[src/rtl/e1_tx_framer.sv]
// E1 transmit framer: builds TS0 (FAS/NFAS, CRC-4 multiframe, E-bits), fetches TS1..31 from the TX buffer per descriptor.
// Line bit registered 1 clk after i_tick; no backpressure, a missing descriptor sends 0xFF and pulses o_bd_miss.
module e1_tx_framer #(
  parameter int MFW = 7
) (
  input  logic           clk,
  input  logic           rst,
  input  logic           i_tick,
  input  logic [7:0]     i_buf_data,
  output logic [4:0]     o_buf_ts,
  output logic [3:0]     o_buf_frame,
  output logic [MFW-1:0] o_buf_mf,
  output logic           o_buf_re,
  input  logic [MFW-1:0] i_bd_mf,
  input  logic [1:0]     i_bd_crc_e,
  input  logic           i_bd_valid,
  output logic           o_bd_done,
  output logic           o_bd_miss,
  output logic           o_out_bit,
  output logic           o_out_valid
);

  logic [2:0]     r_bit;
  logic [4:0]     r_ts;
  logic [3:0]     r_frame;
  logic [7:0]     r_shift;
  logic [7:0]     r_hold;
  logic           r_re_d;
  logic           r_mf_valid;
  logic [MFW-1:0] r_mf;
  logic [1:0]     r_ebits;
  logic [3:0]     r_crc;
  logic [3:0]     r_cbits;
  logic [4:0]     r_buf_ts;
  logic [3:0]     r_buf_frame;
  logic           r_buf_re;
  logic           r_bd_done;
  logic           r_bd_miss;
  logic           r_out_bit;
  logic           r_out_valid;

  logic       w_slot_start;
  logic       w_mf_start;
  logic       w_mf_end;
  logic       w_smf_end;
  logic       w_mf_valid;
  logic       w_si;
  logic [1:0] w_cidx;
  logic       w_cbit;
  logic [7:0] w_ts0;
  logic [7:0] w_byte;
  logic       w_tx_bit;
  logic       w_crc_in;
  logic       w_fb;
  logic [3:0] w_crc_next;

  assign w_slot_start = (r_bit == 3'd0);
  assign w_mf_start   = (r_frame == 4'd0) && (r_ts == 5'd0) && w_slot_start;
  assign w_mf_end     = (r_frame == 4'd15) && (r_ts == 5'd31) && (r_bit == 3'd7);
  assign w_smf_end    = (r_frame[2:0] == 3'd7) && (r_ts == 5'd31) && (r_bit == 3'd7);
  // The descriptor is sampled on the start tick itself so the TS1 prefetch can go out on that tick.
  assign w_mf_valid   = w_mf_start ? i_bd_valid : r_mf_valid;

  always_comb begin
    w_si = 1'b0;
    case (r_frame)
      4'd5, 4'd9, 4'd11: w_si = 1'b1;
      4'd13:             w_si = r_ebits[0];
      4'd15:             w_si = r_ebits[1];
      default:           w_si = 1'b0;
    endcase
  end

  // Frame pairs 0/2/4/6 within each SMF carry C1..C4, C1 being the remainder MSB.
  assign w_cidx = ~r_frame[2:1];
  assign w_cbit = r_cbits[w_cidx];
  assign w_ts0  = r_frame[0] ? {w_si, 1'b1, 1'b0, 5'b11111} : {w_cbit, 7'b0011011};
  assign w_byte = (r_ts == 5'd0) ? w_ts0 : (r_mf_valid ? r_hold : 8'hFF);

  assign w_tx_bit   = w_slot_start ? w_byte[7] : r_shift[7];
  assign w_crc_in   = ((r_ts == 5'd0) && w_slot_start && !r_frame[0]) ? 1'b0 : w_tx_bit;
  assign w_fb       = w_crc_in ^ r_crc[3];
  assign w_crc_next = {r_crc[2], r_crc[1], r_crc[0] ^ w_fb, w_fb};

  always_ff @(posedge clk or posedge rst) begin
    if (rst) begin
      r_bit       <= '0;
      r_ts        <= '0;
      r_frame     <= '0;
      r_shift     <= '0;
      r_hold      <= '0;
      r_re_d      <= 1'b0;
      r_mf_valid  <= 1'b0;
      r_mf        <= '0;
      r_ebits     <= 2'b11;
      r_crc       <= '0;
      r_cbits     <= '0;
      r_buf_ts    <= '0;
      r_buf_frame <= '0;
      r_buf_re    <= 1'b0;
      r_bd_done   <= 1'b0;
      r_bd_miss   <= 1'b0;
      r_out_bit   <= 1'b1;
      r_out_valid <= 1'b0;
    end else begin
      r_out_valid <= i_tick;
      r_buf_re    <= 1'b0;
      r_bd_done   <= 1'b0;
      r_bd_miss   <= 1'b0;
      r_re_d      <= r_buf_re;
      if (r_re_d) r_hold <= i_buf_data;

      if (i_tick) begin
        r_out_bit <= w_tx_bit;
        r_shift   <= w_slot_start ? {w_byte[6:0], 1'b0} : {r_shift[6:0], 1'b0};
        r_bit     <= r_bit + 3'd1;
        if (r_bit == 3'd7) begin
          r_ts <= r_ts + 5'd1;
          if (r_ts == 5'd31) r_frame <= r_frame + 4'd1;
        end

        if (w_smf_end) begin
          r_cbits <= w_crc_next;
          r_crc   <= '0;
        end else begin
          r_crc <= w_crc_next;
        end

        if (w_mf_start) begin
          r_mf_valid <= i_bd_valid;
          r_mf       <= i_bd_mf;
          r_ebits    <= ~i_bd_crc_e;
          r_bd_miss  <= !i_bd_valid;
        end
        if (w_mf_end) r_bd_done <= r_mf_valid;

        // TS0 is generated locally, so the slot-31 tick never prefetches.
        if (w_slot_start && w_mf_valid && (r_ts != 5'd31)) begin
          r_buf_re    <= 1'b1;
          r_buf_ts    <= r_ts + 5'd1;
          r_buf_frame <= r_frame;
        end
      end
    end
  end

  assign o_buf_ts    = r_buf_ts;
  assign o_buf_frame = r_buf_frame;
  assign o_buf_mf    = r_mf;
  assign o_buf_re    = r_buf_re;
  assign o_bd_done   = r_bd_done;
  assign o_bd_miss   = r_bd_miss;
  assign o_out_bit   = r_out_bit;
  assign o_out_valid = r_out_valid;

endmodule
[config.mk]
export PLATFORM = sky130hd
export DESIGN_NAME = e1_tx_framer
export DESIGN_NICKNAME = d
export VERILOG_FILES = /design/src/rtl/e1_tx_framer.sv
export SDC_FILE = /design/constraint.sdc
export NUM_CORES = 1
export LEC_CHECK = 0
export BUFFER_PORTS_ARGS = -buffer_cell sky130_fd_sc_hd__buf_2
export CORE_MARGIN = 2
export CORE_UTILIZATION = 60
export DETAILED_ROUTE_END_ITERATION = 6
export PLACE_DENSITY = 0.91
export REMOVE_ABC_BUFFERS = 1
export SLEW_MARGIN = 20
export SYNTH_ARGS = -nofsm -noshare
export SYNTH_HDL_FRONTEND = slang
export SYNTH_SLANG_ARGS = --single-unit
[constraint.sdc]
create_clock -name clk -period 4.5 [get_ports clk]
set_input_delay 0.225 -clock clk [delete_from_list [all_inputs] [get_ports clk]]
set_output_delay 0.225 -clock clk [all_outputs]
set_load 0.05 [all_outputs]
==> results.txt <==
The clock sink count is 60. The number of H-tree levels is 3. The number of enable flip-flop cells after synthesis came out at 0. The total of hold buffers inserted after clock tree synthesis came out at 0. The later pin in the worst-skew pair is clocked with a latency of 0.33 ns. The reg-to-reg setup timing slack came out at 2.00 ns. The sum of net half-perimeters after detailed placement is 3580 um. The detailed router's first-iteration violation count came out at 123. The depth of the worst register-to-register path came out at 7. For this design the top-level I/O count stands at 42. The number of endpoints failing setup at the final stage came out at 0. The last weighted congestion value of the routability-driven placer came out at 0.8184.

Data arrives at the worst endpoint at 2.71 ns. Counting flops and latches in the post-synthesis netlist gives 60. The via count of the first global-routing pass came out at 1,899. Cells fill 73.05% of the core in the end. In this run the biggest area consumer among cell types represents 52.70% of the synthesized area. The clock slew at the register clock pins of the worst setup and hold paths is 0.06 ns. The number of pins exceeding their max-slew limit in the final report came to 0. The portion of the post-synthesis area used by sequential elements came out at 55.62%.

Setup slack closes at 2.003 ns. The wire length of the first global-routing pass is 8749 um. Setup repair after global routing left no endpoint under its margin. The path class of the tightest hold or removal check is in -> reg.

The global-route congestion overflow total came out at 0. The floorplan step defined a die boundary enclosing 5064 um^2. After detailed routing, the number of vias per cell comes to 5.748. The floorplan die width is 71.16 um. The path with the worst hold slack has its endpoint at r_ebits[1]. Summed over all cells, the static leakage comes to 1.552 nW. The number of setup buffers added after CTS is 0. The shortest period the worst path allows came out at 2.497 ns.

From bottom edge to top edge, the die measures 71.16 um. The standard-cell row count came out at 24. The worst setup path is captured at a flip-flop. Among all flip-flop cells after synthesis, the most frequent one is dfrtp_1.

The number of hold violations in the final report is 0. The number of placed cells counting well taps is 310. In this run the most critical hold path is launched from i_bd_crc_e[1].

The number of gates given a new drive strength after cts came out at 0. The starting density of the core came out at 62.16%. The flow ran to the end, and the final reports show no timing, DRC or antenna violations. The final-layout worst hold slack is 0.05310 ns. The relative max-transition margin is 50.93%. IR analysis of the VDD net gives a maximum drop of 435.9 uV. Yosys attributes the largest share of cell area to dfrtp_1 53%, mux2_2 12%, ha_1 4.6%.

The post-synthesis average cell area came out at 11.92 um^2. The worst setup path is of the reg -> reg kind. Buffers inserted during clock tree synthesis total 9.

The finished cells cover 3181 um^2. The end of the worst register-to-register path is o_buf_frame[1]. The peak fanout along the critical path came out at 12. The fraction of the cycle the final worst path needs is 55.50%. The total power is 1.917 mW. The worst setup path is launched from a flip-flop. The number of antenna diodes in the final layout is 0. The number of max-cap violations is 0.

The layout overhead on the synthesized area came out at 17.52%. For this run, design rule violations remaining after detail routing come to 0. The number of iterations in the first detailed-routing pass is 6.

The power per unit of standard cell area came out at 602.6 nW/um^2. In the final layout, the share of cells above drive strength 1 is 36.13%. The number of nets in the final layout came out at 300. The finished layout holds 326 standard cells, fillers aside. For the final database, setup skew stands at 0.006066 ns.

The synthesized netlist cell count came out at 227. The worst hold path passes through 2 cells. The maximum buffer depth of the clock tree is 2. The transition time at the pin with the least slew margin is 0.7361 ns.

The number of antenna violations at the first check in global routing came out at 0. The netlist area before placement is 2706 um^2. The per-cell routed wire length is 15.60 um. The final antenna-violating net count is 0. For this run, the total global-route usage over all layers was measured as 23.01%. For the final routed database, the setup TNS stands at 0 ns. The tree is rooted in a clkbuf_8. The vias after detailed routing is 1,874.

Counting flops with an async set or reset pin after synthesis yields a share of 100.0%. The timing-limited maximum frequency came out at 0.4004 GHz. The worst register-to-register path begins at r_bit[0]. The worst setup slack after placement is 1.680 ns. The largest net degree at the start of global routing is 61. Of all cell types, the one taking the most synthesized area is dfrtp_1. TritonCTS built the clock tree. The core region is 4354 um^2. The wire length after detailed routing is 5084 um. The cell area after placement is 2937 um^2. The number of warnings issued by yosys came out at 0.

During placement, the flow inserted port buffers numbering 41. The post-synthesis cell type count came out at 40. The data required time of the critical path is 4.71 ns.
## layer usage
metal / global-route usage, % / up-vias / share of wire (%)
met5: 0 / - / 0
li1: - / 879 / -
met2: 37.55 / 53 / 50
met4: 11.32 / 0 / 2.3
met1: 28.86 / 931 / 43
met3: 5.413 / 11 / 4.7
## kinds of logic (layout without fill, tap and decap cells)
family | after synthesis | after routing | synth area share, %
buffers and inverters | 26 | 73 | 3.837
multiplexers | 30 | 30 | 12.39
flip-flops | 60 | 60 | 55.62
XOR/XNOR | 10 | 10 | 3.236
adder cells (fa/ha/maj) | 10 | 10 | 4.623
AND/OR/NAND/NOR | 53 | 53 | 10.17
AO/OA/AOI/OAI | 38 | 38 | 10.13
## Yosys cell counts, types with 4 or more instances
library cell and instances:
a21oi_1 6, clkbuf_1 8, dfrtp_1 57, ha_1 10, inv_1 15, mux2_2 28
nand2_1 18, nor2_1 12, o21ai_0 10, xnor2_1 6, xor2_1 4
## where the power goes
part           switching [mW]  internal [mW]
registers               0.102          0.689
clock network           0.199          0.355
logic                   0.350          0.222
## worst max path at each step
stage / from / to
finish: r_bit[0] / o_buf_frame[1]
global route: r_bit[0] / o_buf_frame[1]
CTS: r_bit[0] / o_buf_frame[1]
detailed placement: r_bit[0] / o_buf_ts[0]
global placement: r_bit[0] / o_buf_frame[3]
floorplan: r_bit[0] / o_buf_frame[0]
## cell type report
class                   count  area (um^2)
well taps                  52        65.06
flip-flops and latches     60         1505
inverters                  15        56.30
repair buffers             42        212.7
clock buffers              12        165.2
multi-input cells         141         1106
clock inverters             4        70.07
fillers                   283         1174
## cells in the final DEF (no fill, tap or decap), drive strengths merged, types with 6 or more instances in the layout
cell	instances
a21oi	6
buf	42
clkbuf	12
dfrtp	57
ha	10
inv	15
mux2	28
nand2	18
nor2	12
o21ai	11
xnor2	6
## state kept, by name, indices dropped and copies added (netlist names), 2 cells and up
signal / count
r_hold: 8
o_buf_frame: 4
r_shift: 7
r_bit: 3
r_ebits: 2
r_crc: 4
r_cbits: 4
r_ts: 5
r_frame: 4
o_buf_mf: 7
o_buf_ts: 5
## critical path: stages (launching register included)
cell	delay, ns
dfrtp_1	0.40
inv_1	0.07
ha_1	0.16
nor2b_1	0.41
nand4_1	0.20
mux2i_1	0.19
nor4_4	0.53
mux2_2	0.41
Note: power is estimated with default switching activity, not from simulation.
